## src/rtl/serial_frame_rx.sv

```systemverilog
// serial_frame_rx: framed serial-to-parallel receiver.
// Samples sin on bit_en strobes, assembles start/data/parity/stop frames
// (data LSB first), and presents each word on a valid/ready interface.
// Reports parity status with the word, and pulses on framing errors and overruns.
module serial_frame_rx #(
  parameter int N          = 4,
  parameter bit PARITY_EN  = 1'b1,
  parameter bit PARITY_ODD = 1'b0
) (
  input  logic         clk,
  input  logic         rst,
  input  logic         sin,
  input  logic         bit_en,
  output logic [N-1:0] dout,
  output logic         dout_valid,
  input  logic         dout_ready,
  output logic         parity_err,
  output logic         frame_err,
  output logic         overrun,
  output logic         busy
);

  localparam int CW = $clog2(N + 1);

  typedef enum logic [1:0] {
    IDLE   = 2'd0,
    DATA   = 2'd1,
    PARITY = 2'd2,
    STOP   = 2'd3
  } state_t;

  // Expected parity bit for a data word: XOR of all bits, inverted for odd parity.
  function automatic logic calc_parity(input logic [N-1:0] data, input logic odd);
    return (^data) ^ odd;
  endfunction

  state_t         state_r, state_s;
  logic [CW-1:0]  cnt_r, cnt_s;
  logic [N-1:0]   shift_r, shift_s;
  logic           par_bit_r, par_bit_s;
  logic           stop_edge_s;
  logic           good_s, bad_s, load_s, drop_s;
  logic           perr_s;
  logic           valid_s;

  logic [N-1:0]   dout_r;
  logic           dout_valid_r;
  logic           parity_err_r;
  logic           frame_err_r;
  logic           overrun_r;
  logic           busy_r;

  // Frame sequencing: next state, bit counter, data shift and parity capture.
  always_comb begin
    state_s     = state_r;
    cnt_s       = cnt_r;
    shift_s     = shift_r;
    par_bit_s   = par_bit_r;
    stop_edge_s = 1'b0;
    case (state_r)
      IDLE: begin
        if (bit_en && sin) begin
          state_s = DATA;
          cnt_s   = '0;
          shift_s = '0;
        end else begin
          state_s = IDLE;
        end
      end
      DATA: begin
        if (bit_en) begin
          for (int i = 0; i < N; i++) begin
            if (cnt_r == CW'(i)) begin
              shift_s[i] = sin;
            end else begin
              shift_s[i] = shift_r[i];
            end
          end
          cnt_s = cnt_r + CW'(1);
          if (cnt_r == CW'(N - 1)) begin
            state_s = PARITY_EN ? PARITY : STOP;
          end else begin
            state_s = DATA;
          end
        end else begin
          state_s = DATA;
        end
      end
      PARITY: begin
        if (bit_en) begin
          par_bit_s = sin;
          state_s   = STOP;
        end else begin
          state_s = PARITY;
        end
      end
      STOP: begin
        if (bit_en) begin
          stop_edge_s = 1'b1;
          state_s     = IDLE;
        end else begin
          state_s = STOP;
        end
      end
      default: begin
        state_s = IDLE;
        cnt_s   = '0;
        shift_s = '0;
      end
    endcase
  end

  // Output delivery: decide load, drop and handshake clearing on a stop edge.
  always_comb begin
    good_s = stop_edge_s && !sin;
    bad_s  = stop_edge_s && sin;
    load_s = good_s && (!dout_valid_r || dout_ready);
    drop_s = good_s && dout_valid_r && !dout_ready;
    if (PARITY_EN) begin
      perr_s = calc_parity(shift_r, PARITY_ODD) != par_bit_r;
    end else begin
      perr_s = 1'b0;
    end
    if (load_s) begin
      valid_s = 1'b1;
    end else if (dout_valid_r && dout_ready) begin
      valid_s = 1'b0;
    end else begin
      valid_s = dout_valid_r;
    end
  end

  // Receiver state, counter and shift register.
  always_ff @(posedge clk or posedge rst) begin
    if (rst) begin
      state_r   <= IDLE;
      cnt_r     <= '0;
      shift_r   <= '0;
      par_bit_r <= 1'b0;
    end else begin
      state_r   <= state_s;
      cnt_r     <= cnt_s;
      shift_r   <= shift_s;
      par_bit_r <= par_bit_s;
    end
  end

  // Registered outputs: held word, valid flag, status and error pulses.
  always_ff @(posedge clk or posedge rst) begin
    if (rst) begin
      dout_r       <= '0;
      dout_valid_r <= 1'b0;
      parity_err_r <= 1'b0;
      frame_err_r  <= 1'b0;
      overrun_r    <= 1'b0;
      busy_r       <= 1'b0;
    end else begin
      if (load_s) begin
        dout_r       <= shift_r;
        parity_err_r <= perr_s;
      end
      dout_valid_r <= valid_s;
      frame_err_r  <= bad_s;
      overrun_r    <= drop_s;
      busy_r       <= (state_s != IDLE);
    end
  end

  assign dout       = dout_r;
  assign dout_valid = dout_valid_r;
  assign parity_err = parity_err_r;
  assign frame_err  = frame_err_r;
  assign overrun    = overrun_r;
  assign busy       = busy_r;

endmodule

```

## config.mk

```make
export PLATFORM = sky130hd
export DESIGN_NAME = serial_frame_rx
export DESIGN_NICKNAME = d
export VERILOG_FILES = /design/src/rtl/serial_frame_rx.sv
export SDC_FILE = /design/constraint.sdc
export NUM_CORES = 1
export LEC_CHECK = 0
export BUFFER_PORTS_ARGS = -buffer_cell sky130_fd_sc_hd__buf_2
export CAP_MARGIN = 40
export CORE_MARGIN = 2
export CORE_UTILIZATION = 50
export CTS_CLUSTER_SIZE = 30
export DETAILED_ROUTE_END_ITERATION = 8
export GPL_TIMING_DRIVEN = 0
export HOLD_SLACK_MARGIN = 0.05
export PLACE_DENSITY_LB_ADDON = 0.05
export SLEW_MARGIN = 20
export SYNTH_ARGS = -nofsm -noshare
export SYNTH_HDL_FRONTEND = slang
export SYNTH_SLANG_ARGS = --single-unit
```

## constraint.sdc

```tcl
create_clock -name clk -period 1.5 [get_ports clk]
set_input_delay 0.075 -clock clk [delete_from_list [all_inputs] [get_ports clk]]
set_output_delay 0.075 -clock clk [all_outputs]
set_load 0.01 [all_outputs]
```

==> results of run 1 <==
## state kept, by name (all words and copies together) (netlist names)
signal,cells
busy,1
cnt_r,3
dout,4
dout_valid,1
frame_err,1
overrun,1
par_bit_r,1
parity_err,1
shift_r,4
state_r,2
## layout by cell type (no fill, tap or decap), drive strengths merged
cell         count
a211oi           3
and3b            1
buf             16
clkbuf           3
clkinv           1
dfrtp           19
dlygate4sd3      3
ha               5
inv              6
mux2            10
nand2            4
nand2b           6
nand3b           2
nand4b           1
nor2             4
nor2b            2
nor3             1
o211ai           1
o21a             1
o21ai            7
o22ai            1
xnor2            1
xnor3            1
xor2             1
## where the power goes
| group | switching [mW] | internal (mW) | leakage, nW |
|---|---|---|---|
| sequential | 0.146 | 0.702 | 0.242 |
| combinational | 0.437 | 0.508 | 0.304 |
| clock | 0.165 | 0.0995 | 0.0177 |
## per-layer routing
layer | vias up | track usage [%] | routed length, µm
met4 | 0 | 8.108 | 22
met1 | 303 | 22.25 | 793
li1 | 313 | - | -
met2 | 16 | 28.00 | 768
met5 | - | 0 | 0
met3 | 2 | 3.396 | 58
## logic make-up after synthesis
| family | Yosys count | synth area share [%] |
|---|---|---|
| flops | 19 | 49.10 |
| compound gates | 13 | 8.656 |
| simple gates | 21 | 16.02 |
| xor+xnor | 3 | 4.135 |
| fa+ha+maj | 5 | 6.460 |
| mux | 10 | 11.63 |
| buf+inv | 8 | 4.004 |
## worst paths after layout
kind | start | end | slack (ns) | cells past startpoint
max | cnt_r[0]$_DFFE_PP0P_ | shift_r[1]$_DFFE_PP0P_ | 0.07 | 5
min | bit_en | overrun$_DFF_PP0_ | 0.13 | 3
max reg2reg | cnt_r[0]$_DFFE_PP0P_ | shift_r[1]$_DFFE_PP0P_ | 0.07 | 5
min reg2reg | dout[0]$_DFFE_PP0P_ | dout[0]$_DFFE_PP0P_ | 0.51 | 1
max in group asynchronous | rst | cnt_r[1]$_DFFE_PP0P_ | 0.65 | 3
min in group asynchronous | rst | par_bit_r$_DFFE_PP0P_ | 0.41 | 3
## final cells by class
| cell class | instances | area, µm² |
|---|---|---|
| fillers | 146 | 631.9 |
| flip-flops and latches | 19 | 475.5 |
| multi-input cells | 52 | 475.5 |
| repair buffers | 17 | 102.6 |
| well taps | 25 | 31.28 |
| clock buffers | 3 | 22.52 |
| inverters | 6 | 22.52 |
| plain buffers | 2 | 16.27 |
| clock inverters | 1 | 5.005 |
## worst max-delay path, stage by stage (launching register included)
cell,delay (ns)
sky130_fd_sc_hd__dfrtp_1,0.43
sky130_fd_sc_hd__buf_4,0.14
sky130_fd_sc_hd__ha_1,0.13
sky130_fd_sc_hd__nand2b_1,0.07
sky130_fd_sc_hd__a211oi_2,0.23
sky130_fd_sc_hd__mux2_4,0.33
## through the flow
| step | utilization [%] | hold slack, ns | total power, mW |
|---|---|---|---|
| after floorplan | - | 0.02613 | 1.503 |
| after global placement | 59.72 | 0.2186 | 1.684 |
| after detailed placement | 59.72 | 0.2257 | 1.732 |
| after CTS | 62.95 | 0.1293 | 1.999 |
| after global routing | 64.56 | 0.1600 | 2.234 |
| final | 64.56 | 0.1321 | 2.058 |
## repair_timing
action,CTS,global route
endpoints found under the hold margin,21,0
hold buffers,3,0
resized for setup,0,7
setup buffers,0,1
endpoints found under the setup margin,0,4
==> impl_metrics.xml, run 1 <==
<?xml version="1.0" encoding="UTF-8"?>
<metrics>
  <group name="final_layout">
    <metric name="synthToLayoutAreaGrowth" unit="%">18.86</metric>
    <metric name="layout-drive-gt1-share" unit="%">41.00</metric>
    <metric name="num_antenna_cells" unit="">0</metric>
    <metric name="num-nets-final" unit="">111</metric>
    <metric name="fin_cells" unit="">125</metric>
    <metric name="finish.instance_area" unit="mm²">0.001151</metric>
  </group>
  <group name="detailed_routing">
    <metric name="routed-via-count" unit="">634</metric>
    <metric name="route.detailed.drc" unit="">0</metric>
    <metric name="drtPass1Iterations" unit="">4</metric>
    <metric name="viasPerCell" unit="">5.072</metric>
    <metric name="detail-route-antenna-nets" unit="">0</metric>
    <metric name="avgRoutedWirePerCell" unit="µm">13.14</metric>
    <metric name="initialDrtViolationCount" unit="">10</metric>
    <metric name="drt_wl_total" unit="µm">1643</metric>
  </group>
  <group name="global_routing">
    <metric name="grt_antenna_before_repair" unit="">0</metric>
    <metric name="grt_first_pass_wirelength" unit="µm">2642</metric>
    <metric name="grt_pass1_vias" unit="">600</metric>
    <metric name="grt_usage" unit="%">17.30</metric>
    <metric name="pin_count_of_the_biggest_net_entering_global_routing" unit="">20</metric>
    <metric name="global_route.overflow_total" unit="">0</metric>
  </group>
  <group name="flow_run">
    <metric name="max_cap_violations" unit="">0</metric>
  </group>
  <group name="clock_network">
    <metric name="max-clock-path-buffers" unit="">2</metric>
    <metric name="worst_setup_hold_path_clk_slew" unit="ns">0.11</metric>
    <metric name="clkSinkCount" unit="">19</metric>
    <metric name="tritoncts_clock_tree" unit="">built</metric>
    <metric name="cts-htree-levels" unit="">1</metric>
    <metric name="worstSkewPairLatency" unit="ns">0.30</metric>
    <metric name="clk_root_buffer_cell" unit="">sky130_fd_sc_hd__clkbuf_4</metric>
    <metric name="cts_made_buffers" unit="">3</metric>
  </group>
  <group name="logic_synthesis">
    <metric name="ys_ff_latch" unit="">19</metric>
    <metric name="synth.yosys.warnings" unit="">0</metric>
    <metric name="synth-seq-area-share" unit="%">49.10</metric>
    <metric name="ys.flop_type" unit="">sky130_fd_sc_hd__dfrtp_1</metric>
    <metric name="syn_area" unit="µm²">968.4</metric>
    <metric name="synth_edf_count" unit="">0</metric>
    <metric name="async_flop_share" unit="%">100.0</metric>
    <metric name="synth_top_area_share" unit="%">49.10</metric>
    <metric name="syn_area_per_cell" unit="µm²">12.26</metric>
    <metric name="syn_inst" unit="">79</metric>
    <metric name="synth_most_common_cell" unit="">sky130_fd_sc_hd__dfrtp_1</metric>
    <metric name="synth.area.top_cells" unit="">sky130_fd_sc_hd__dfrtp_1, sky130_fd_sc_hd__mux2_2, sky130_fd_sc_hd__ha_1</metric>
    <metric name="post_synth_most_frequent_cells" unit="">sky130_fd_sc_hd__dfrtp_1, sky130_fd_sc_hd__mux2_2, sky130_fd_sc_hd__o21ai_0</metric>
    <metric name="netlist-cell-type-count" unit="">26</metric>
    <metric name="synth_top_cell_by_area" unit="">sky130_fd_sc_hd__dfrtp_1</metric>
    <metric name="syn-num-nets" unit="">89</metric>
  </group>
  <group name="floorplanning">
    <metric name="die_width" unit="µm">48.01</metric>
    <metric name="die_height" unit="µm">48.01</metric>
    <metric name="start_util" unit="%">54.32</metric>
    <metric name="die_area" unit="mm²">0.002305</metric>
    <metric name="num_rows" unit="">15</metric>
    <metric name="ioPinCount" unit="">14</metric>
    <metric name="floorplan.core_area" unit="mm²">0.001783</metric>
  </group>
  <group name="critical_path">
    <metric name="cp-end-kind" unit="">register</metric>
    <metric name="worstPathRequired" unit="ns">1.70</metric>
    <metric name="worstPathArrival" unit="ns">1.63</metric>
    <metric name="startpoint_type" unit="">register</metric>
    <metric name="setup.worst_path.class" unit="">register to register</metric>
    <metric name="path_max_fanout" unit="">5</metric>
  </group>
  <group name="timing">
    <metric name="period_minus_slack" unit="ns">1.428</metric>
    <metric name="timing_hold_violations_final" unit="">0</metric>
    <metric name="finalSetupViolCount" unit="">0</metric>
    <metric name="transition_time_at_the_pin_with_the_least_slew_margin" unit="ns">0.6997</metric>
    <metric name="finClkSkew" unit="ns">0.003200</metric>
    <metric name="unrepaired_setup_endpoints_after_global_routing" unit="">true</metric>
    <metric name="post-route-period-util" unit="%">95.20</metric>
    <metric name="fin_tns_setup" unit="ns">0</metric>
    <metric name="total_count_of_max_transition_violations_in_the_final_report" unit="">0</metric>
    <metric name="setup_slack" unit="ns">0.07206</metric>
    <metric name="maxSlewHeadroom" unit="%">53.30</metric>
    <metric name="fmaxAchievable" unit="MHz">700.3</metric>
  </group>
  <group name="worst_hold_path">
    <metric name="hold_path_class" unit="">primary input to register</metric>
  </group>
  <group name="status">
    <metric name="run_status" unit="">completed</metric>
  </group>
  <group name="power_and_ir_drop">
    <metric name="worst_ir_drop_vdd" unit="mV">0.8834</metric>
    <metric name="cellPowerDensity" unit="mW/mm²">1788</metric>
    <metric name="power.leakage" unit="nW">0.5635</metric>
  </group>
  <group name="place">
    <metric name="place_ws" unit="ns">0.03469</metric>
    <metric name="placed_cell_count" unit="">117</metric>
    <metric name="gpl_congestion" unit="">0.6993</metric>
    <metric name="dpl.hpwl" unit="µm">1131</metric>
    <metric name="postPlaceCellArea" unit="mm²">0.001065</metric>
    <metric name="placement.io_buffers" unit="">13</metric>
  </group>
</metrics>
Power figures use the tool's default switching activity.
==> run 2, diff against run 1 <==
--- a/config.mk
+++ b/config.mk
@@ -5,12 +5,14 @@
 export SDC_FILE = /design/constraint.sdc
 export NUM_CORES = 1
 export LEC_CHECK = 0
+export ABC_AREA = 1
 export BUFFER_PORTS_ARGS = -buffer_cell sky130_fd_sc_hd__buf_2
 export CAP_MARGIN = 40
 export CORE_MARGIN = 2
 export CORE_UTILIZATION = 50
 export CTS_CLUSTER_SIZE = 30
 export DETAILED_ROUTE_END_ITERATION = 8
+export GPL_ROUTABILITY_DRIVEN = 0
 export GPL_TIMING_DRIVEN = 0
 export HOLD_SLACK_MARGIN = 0.05
 export PLACE_DENSITY_LB_ADDON = 0.05
==> impl_metrics.xml, run 2 <==
<?xml version="1.0" encoding="UTF-8"?>
<metrics>
  <group name="status">
    <metric name="run_status" unit="">completed</metric>
  </group>
  <group name="detailed_routing">
    <metric name="initialDrtViolationCount" unit="">18</metric>
    <metric name="detail-route-antenna-nets" unit="">0</metric>
    <metric name="avgRoutedWirePerCell" unit="µm">9.925</metric>
    <metric name="drt_wl_total" unit="µm">1578</metric>
    <metric name="viasPerCell" unit="">4.642</metric>
    <metric name="drtPass1Iterations" unit="">4</metric>
    <metric name="routed-via-count" unit="">738</metric>
    <metric name="route.detailed.drc" unit="">0</metric>
  </group>
  <group name="critical_path">
    <metric name="cp_common_cell" unit="">sky130_fd_sc_hd__ha_1</metric>
    <metric name="crit_path_cell_trace" unit="">ha_1 -&gt; ha_1 -&gt; nor2_1 -&gt; nand3b_1 -&gt; nand3_1</metric>
    <metric name="path_max_fanout" unit="">5</metric>
    <metric name="worst_path_largest_cell_delay" unit="ns">0.44</metric>
    <metric name="critical-path-slowest-cell" unit="">sky130_fd_sc_hd__dfrtp_1</metric>
    <metric name="cp-end-kind" unit="">register</metric>
    <metric name="worstPathArrival" unit="ns">1.47</metric>
    <metric name="worstPathRequired" unit="ns">1.68</metric>
    <metric name="startpoint_type" unit="">register</metric>
    <metric name="setup.worst_path.class" unit="">register to register</metric>
  </group>
  <group name="timing">
    <metric name="post-route-period-util" unit="%">86.31</metric>
    <metric name="period_minus_slack" unit="ns">1.295</metric>
    <metric name="maxSlewHeadroom" unit="%">51.67</metric>
    <metric name="total_count_of_max_transition_violations_in_the_final_report" unit="">0</metric>
    <metric name="finClkSkew" unit="ns">0.005170</metric>
    <metric name="finalSetupViolCount" unit="">0</metric>
    <metric name="fin_tns_setup" unit="ns">0</metric>
    <metric name="transition_time_at_the_pin_with_the_least_slew_margin" unit="ns">0.7242</metric>
    <metric name="timing_hold_violations_final" unit="">0</metric>
    <metric name="unrepaired_setup_endpoints_after_global_routing" unit="">false</metric>
    <metric name="fmaxAchievable" unit="MHz">772.4</metric>
  </group>
  <group name="final_layout">
    <metric name="n_fill_cell" unit="">180</metric>
    <metric name="finish.instance_area" unit="mm²">0.001124</metric>
    <metric name="num-nets-final" unit="">143</metric>
    <metric name="synthToLayoutAreaGrowth" unit="%">13.67</metric>
    <metric name="layout-drive-gt1-share" unit="%">20.45</metric>
    <metric name="most-common-layout-cells" unit="">sky130_fd_sc_hd__nand2_1, sky130_fd_sc_hd__dfrtp_1, sky130_fd_sc_hd__inv_1</metric>
    <metric name="num_antenna_cells" unit="">0</metric>
    <metric name="layout_commonest_cell" unit="">sky130_fd_sc_hd__nand2_1</metric>
  </group>
  <group name="clock_network">
    <metric name="clk_root_buffer_cell" unit="">sky130_fd_sc_hd__clkbuf_4</metric>
    <metric name="cts_made_buffers" unit="">3</metric>
    <metric name="post_cts_resized" unit="">0</metric>
    <metric name="max-clock-path-buffers" unit="">2</metric>
    <metric name="cts-htree-levels" unit="">1</metric>
    <metric name="worst_setup_hold_path_clk_slew" unit="ns">0.11</metric>
    <metric name="clkSinkCount" unit="">19</metric>
    <metric name="worstSkewPairLatency" unit="ns">0.29</metric>
    <metric name="tritoncts_clock_tree" unit="">built</metric>
    <metric name="post_cts_hold_buffer_count" unit="">1</metric>
    <metric name="post_cts_buffers" unit="">0</metric>
  </group>
  <group name="floorplanning">
    <metric name="die_area" unit="mm²">0.002348</metric>
    <metric name="floorplan.core_area" unit="mm²">0.001922</metric>
    <metric name="ioPinCount" unit="">14</metric>
    <metric name="start_util" unit="%">51.43</metric>
    <metric name="num_rows" unit="">16</metric>
    <metric name="die_width" unit="µm">48.46</metric>
    <metric name="die_height" unit="µm">48.46</metric>
  </group>
  <group name="worst_hold_path">
    <metric name="hold_path_class" unit="">primary input to register</metric>
  </group>
  <group name="logic_synthesis">
    <metric name="syn_inst" unit="">114</metric>
    <metric name="post_synth_most_frequent_cells" unit="">sky130_fd_sc_hd__nand2_1, sky130_fd_sc_hd__dfrtp_1, sky130_fd_sc_hd__inv_1</metric>
    <metric name="synth-seq-area-share" unit="%">48.10</metric>
    <metric name="synth_top_area_share" unit="%">48.10</metric>
    <metric name="synth_top_cell_by_area" unit="">sky130_fd_sc_hd__dfrtp_1</metric>
    <metric name="syn_area_per_cell" unit="µm²">8.671</metric>
    <metric name="syn_area" unit="µm²">988.4</metric>
    <metric name="async_flop_share" unit="%">100.0</metric>
    <metric name="synth.area.top_cells" unit="">sky130_fd_sc_hd__dfrtp_1, sky130_fd_sc_hd__nand2_1, sky130_fd_sc_hd__ha_1</metric>
    <metric name="netlist-cell-type-count" unit="">22</metric>
    <metric name="ys.flop_type" unit="">sky130_fd_sc_hd__dfrtp_1</metric>
    <metric name="synth.yosys.warnings" unit="">0</metric>
    <metric name="synth_most_common_cell" unit="">sky130_fd_sc_hd__nand2_1</metric>
    <metric name="ys_ff_latch" unit="">19</metric>
    <metric name="syn-num-nets" unit="">124</metric>
    <metric name="synth_edf_count" unit="">0</metric>
  </group>
  <group name="flow_run">
    <metric name="max_cap_violations" unit="">0</metric>
  </group>
  <group name="power_and_ir_drop">
    <metric name="sequentialPowerShare" unit="%">43.3</metric>
    <metric name="power.leakage" unit="nW">0.6150</metric>
    <metric name="comb_power_share" unit="%">43.3</metric>
    <metric name="p_int" unit="mW">1.111</metric>
    <metric name="power_frac_clock" unit="%">13.4</metric>
    <metric name="worst_ir_drop_vdd" unit="mV">0.8903</metric>
    <metric name="cellPowerDensity" unit="mW/mm²">1681</metric>
    <metric name="p_sw_share" unit="%">41.16</metric>
    <metric name="power.switching" unit="mW">0.7774</metric>
  </group>
  <group name="global_routing">
    <metric name="grt_antenna_before_repair" unit="">0</metric>
    <metric name="global_route.overflow_total" unit="">0</metric>
    <metric name="grt_usage" unit="%">15.86</metric>
    <metric name="grt_first_pass_wirelength" unit="µm">2884</metric>
    <metric name="grt_pass1_vias" unit="">699</metric>
    <metric name="pin_count_of_the_biggest_net_entering_global_routing" unit="">20</metric>
  </group>
  <group name="place">
    <metric name="postPlaceCellArea" unit="mm²">0.001087</metric>
    <metric name="dpl.hpwl" unit="µm">1187</metric>
    <metric name="placement.io_buffers" unit="">13</metric>
  </group>
</metrics>
[run 2: changes by cell type in the layout (fill, tap and decap cells not counted), sizes merged, moves of 2 or more]
cell         previous run  this run
nor2b                   2         0
buf                    16        14
a211oi                  3         0
nand2b                  6         0
o21ai                   7        11
mux2                   10         0
nor2                    4         7
a21oi                   0         3
nand3                   0         8
dlygate4sd3             3         1
nand2                   4        39
inv                     6        17
[run 2: per-stage QoR]
step | total power, mW | worst slack (ns) | cells | util (%) | hold WS (ns)
after global routing | 2.096 | 0.08092 | 159 | 58.46 | 0.09551
after detailed placement | 1.650 | 0.2195 | 154 | 56.58 | 0.2265
final | 1.889 | 0.2054 | 159 | 58.46 | 0.1029
after CTS | 1.912 | 0.2062 | 159 | 58.46 | 0.08422
after global placement | 1.623 | 0.2271 | 154 | 56.58 | 0.2181
after floorplan | 1.460 | 0.3148 | 114 | - | 0.02613
[run 2: power groups by stage]
stage                     combinational, mW  sequential (mW)  clock, mW
after floorplan                       0.633            0.827          0
after global placement                0.802            0.820          0
after detailed placement              0.819            0.831          0
after CTS                             0.824            0.820      0.269
after global routing                  0.961            0.846      0.289
final                                 0.817            0.818      0.254
[run 2: critical path: cells and delay by family (launching register included)]
family	cells	cell delay, ns
flops	1	0.44
fa+ha+maj	2	0.41
simple gates	3	0.33
[run 2: worst paths after layout]
path	cells past startpoint	from	endpoint	slack, ns
max	5	cnt_r[0]$_DFFE_PP0P_	busy$_DFF_PP0_	0.21
min	4	dout_ready	overrun$_DFF_PP0_	0.10
max reg2reg	5	cnt_r[0]$_DFFE_PP0P_	busy$_DFF_PP0_	0.21
min reg2reg	2	dout[3]$_DFFE_PP0P_	dout[3]$_DFFE_PP0P_	0.48
max in group asynchronous	3	rst	cnt_r[0]$_DFFE_PP0P_	0.61
min in group asynchronous	3	rst	overrun$_DFF_PP0_	0.44
[run 2: cell families after synthesis]
family	Yosys count	synth area share (%)
compound gates	15	9.874
flops	19	48.10
simple gates	55	26.46
xor+xnor	2	1.772
fa+ha+maj	5	6.329
buf+inv	18	7.468
[run 2: layer usage]
metal | wire length [µm] | part of all wire, % | global-route usage (%)
met1 | 674 | 43 | 17.04
met2 | 814 | 52 | 29.40
met3 | 66 | 4.2 | 3.086
met4 | 23 | 1.5 | 8.095
met5 | 0 | 0 | 0
[run 2: area by class of cell]
| type | instances | area, µm² | share of cell area (%) |
|---|---|---|---|
| Multi-Input combinational cell | 77 | 439.2 | 39.09 |
| Clock buffer | 4 | 26.28 | 2.339 |
| Tap cell | 27 | 33.78 | 3.007 |
| Timing Repair Buffer | 14 | 75.07 | 6.682 |
| Buffer | 1 | 7.507 | 0.6682 |
| Sequential cell | 19 | 475.5 | 42.32 |
| Inverter | 17 | 66.31 | 5.902 |
==> run 3, diff against run 2 <==
==> constraint.sdc (replaced) <==
create_clock -name clk -period 1.4 [get_ports clk]
set_input_delay 0.07 -clock clk [delete_from_list [all_inputs] [get_ports clk]]
set_output_delay 0.07 -clock clk [all_outputs]
set_load 0.01 [all_outputs]
==> impl_metrics.xml, run 3 (synthesized netlist as in run 2, its figures left out) <==
<?xml version="1.0" encoding="UTF-8"?>
<metrics>
  <group name="clock_network">
    <metric name="max-clock-path-buffers" unit="">2</metric>
    <metric name="cts-htree-levels" unit="">1</metric>
    <metric name="clkSinkCount" unit="">19</metric>
    <metric name="cts_made_buffers" unit="">3</metric>
    <metric name="worstSkewPairLatency" unit="ns">0.29</metric>
    <metric name="clk_root_buffer_cell" unit="">sky130_fd_sc_hd__clkbuf_4</metric>
    <metric name="post_cts_resized" unit="">0</metric>
    <metric name="tritoncts_clock_tree" unit="">built</metric>
    <metric name="worst_setup_hold_path_clk_slew" unit="ns">0.11</metric>
  </group>
  <group name="power_and_ir_drop">
    <metric name="comb_power_share" unit="%">44.8</metric>
    <metric name="cellPowerDensity" unit="mW/mm²">1815</metric>
    <metric name="worst_ir_drop_vdd" unit="mV">0.9515</metric>
    <metric name="power.switching" unit="mW">0.8412</metric>
    <metric name="sequentialPowerShare" unit="%">42.0</metric>
    <metric name="power_frac_clock" unit="%">13.1</metric>
    <metric name="p_sw_share" unit="%">40.71</metric>
    <metric name="p_total" unit="mW">2.067</metric>
    <metric name="power.leakage" unit="nW">0.6246</metric>
    <metric name="p_int" unit="mW">1.225</metric>
  </group>
  <group name="critical_path">
    <metric name="critPathLaunch" unit="">state_r[1]$_DFF_PP0_</metric>
    <metric name="ff2ff_setup_slack" unit="ns">0.14</metric>
    <metric name="startpoint_type" unit="">register</metric>
    <metric name="r2r-start" unit="">state_r[1]$_DFF_PP0_</metric>
    <metric name="worst_path_largest_cell_delay" unit="ns">0.45</metric>
    <metric name="cp_common_cell" unit="">sky130_fd_sc_hd__o21ai_1</metric>
    <metric name="setup.worst_path.class" unit="">register to register</metric>
    <metric name="worstPathRequired" unit="ns">1.58</metric>
    <metric name="crit_path_cell_trace" unit="">inv_2 -&gt; nand2_2 -&gt; a21oi_4 -&gt; o21ai_1 -&gt; nand2_1 -&gt; o21ai_1</metric>
    <metric name="path_max_fanout" unit="">7</metric>
    <metric name="reg2reg_to" unit="">shift_r[3]$_DFFE_PP0P_</metric>
    <metric name="critical-path-slowest-cell" unit="">sky130_fd_sc_hd__dfrtp_1</metric>
    <metric name="cp-end-kind" unit="">register</metric>
    <metric name="worst-r2r-cell-count" unit="">6</metric>
    <metric name="worstSetupEndpoint" unit="">shift_r[3]$_DFFE_PP0P_</metric>
    <metric name="worstPathArrival" unit="ns">1.45</metric>
  </group>
  <group name="global_routing">
    <metric name="grt_usage" unit="%">15.86</metric>
    <metric name="pin_count_of_the_biggest_net_entering_global_routing" unit="">20</metric>
    <metric name="global_route.overflow_total" unit="">0</metric>
    <metric name="grt_first_pass_wirelength" unit="µm">2884</metric>
    <metric name="grt_antenna_before_repair" unit="">0</metric>
    <metric name="grt_pass1_vias" unit="">699</metric>
  </group>
  <group name="detailed_routing">
    <metric name="route.detailed.drc" unit="">0</metric>
    <metric name="avgRoutedWirePerCell" unit="µm">9.870</metric>
    <metric name="drt_wl_total" unit="µm">1589</metric>
    <metric name="viasPerCell" unit="">4.615</metric>
    <metric name="drtPass1Iterations" unit="">4</metric>
    <metric name="detail-route-antenna-nets" unit="">0</metric>
    <metric name="initialDrtViolationCount" unit="">17</metric>
    <metric name="routed-via-count" unit="">743</metric>
  </group>
  <group name="timing">
    <metric name="hold_ws" unit="ns">0.09795</metric>
    <metric name="fin_tns_setup" unit="ns">0</metric>
    <metric name="timing_hold_violations_final" unit="">0</metric>
    <metric name="period_minus_slack" unit="ns">1.263</metric>
    <metric name="fmaxAchievable" unit="MHz">791.9</metric>
    <metric name="transition_time_at_the_pin_with_the_least_slew_margin" unit="ns">0.7231</metric>
    <metric name="unrepaired_setup_endpoints_after_global_routing" unit="">false</metric>
    <metric name="post-route-period-util" unit="%">90.20</metric>
    <metric name="finalSetupViolCount" unit="">0</metric>
    <metric name="finClkSkew" unit="ns">0.005633</metric>
    <metric name="maxSlewHeadroom" unit="%">51.74</metric>
    <metric name="total_count_of_max_transition_violations_in_the_final_report" unit="">0</metric>
  </group>
  <group name="final_layout">
    <metric name="finish.utilization" unit="%">59.24</metric>
    <metric name="synthToLayoutAreaGrowth" unit="%">15.19</metric>
    <metric name="num_antenna_cells" unit="">0</metric>
    <metric name="layout_commonest_cell" unit="">sky130_fd_sc_hd__nand2_1</metric>
    <metric name="most-common-layout-cells" unit="">sky130_fd_sc_hd__nand2_1, sky130_fd_sc_hd__dfrtp_1, sky130_fd_sc_hd__inv_1</metric>
    <metric name="finish.instance_area" unit="mm²">0.001139</metric>
    <metric name="num-nets-final" unit="">145</metric>
    <metric name="layout-drive-gt1-share" unit="%">21.64</metric>
    <metric name="n_fill_cell" unit="">180</metric>
  </group>
  <group name="floorplanning">
    <metric name="start_util" unit="%">51.43</metric>
    <metric name="num_rows" unit="">16</metric>
    <metric name="floorplan.core_area" unit="mm²">0.001922</metric>
    <metric name="die_area" unit="mm²">0.002348</metric>
    <metric name="die_width" unit="µm">48.46</metric>
    <metric name="die_height" unit="µm">48.46</metric>
    <metric name="ioPinCount" unit="">14</metric>
  </group>
  <group name="place">
    <metric name="dpl.hpwl" unit="µm">1187</metric>
    <metric name="placement.io_buffers" unit="">13</metric>
    <metric name="postPlaceCellArea" unit="mm²">0.001087</metric>
  </group>
  <group name="worst_hold_path">
    <metric name="hold_path_class" unit="">primary input to register</metric>
  </group>
  <group name="status">
    <metric name="run_status" unit="">completed</metric>
  </group>
  <group name="flow_run">
    <metric name="max_cap_violations" unit="">0</metric>
  </group>
</metrics>
-- run 3: worst min-delay path by stage --
stage | cells after the start | startpoint | to
after CTS | 3 | sin | state_r[0]$_DFF_PP0_
final | 4 | dout_ready | overrun$_DFF_PP0_
after detailed placement | 2 | rst | overrun$_DFF_PP0_
after global placement | 2 | rst | frame_err$_DFF_PP0_
after global routing | 3 | bit_en | cnt_r[2]$_DFFE_PP0P_
after floorplan | 1 | rst | busy$_DFF_PP0_
-- run 3: final cells by class --
class | count | area, µm² | area share (%)
inverter | 17 | 66.31 | 5.824
sequential | 19 | 475.5 | 41.76
tap | 27 | 33.78 | 2.967
multi-input combinational | 77 | 439.2 | 38.57
buffer | 1 | 7.507 | 0.6593
timing repair buffer | 16 | 90.09 | 7.912
clock buffer | 4 | 26.28 | 2.308
-- run 3: what timing repair did --
item	4_1_cts	5_1_grt
endpoints found under the setup margin	0	1
hold buffers	1	0
hold endpoints to repair	19	0
setup buffers	0	2
-- run 3: per-stage QoR --
step | cells | setup slack (ns)
floorplan | 114 | 0.2148
global placement | 154 | 0.1271
detailed placement | 154 | 0.1195
CTS | 159 | 0.1062
global route | 161 | 0.01943
finish | 161 | 0.1372
-- run 3: worst max-delay path, delay by kind of cell, from the launching register on --
family	cells	cell delay, ns
flip-flops	1	0.45
AO/OA/AOI/OAI	3	0.40
AND/OR/NAND/NOR	2	0.15
buffers and inverters	1	0.15
-- run 3: routing by layer --
| layer | part of all wire (%) | global-route usage, % | routed length, µm |
|---|---|---|---|
| met5 | 0 | 0 | 0 |
| met4 | 2.1 | 8.095 | 34 |
| met3 | 3.5 | 3.086 | 56 |
| met2 | 52 | 29.40 | 825 |
| met1 | 42 | 17.04 | 673 |
-- run 3: power groups by stage --
stage	sequential [mW]	combinational (mW)	clock [mW]
floorplan	0.886	0.678	0
global placement	0.879	0.860	0
detailed placement	0.890	0.878	0
CTS	0.878	0.883	0.288
global route	0.899	1.08	0.310
finish	0.868	0.927	0.271
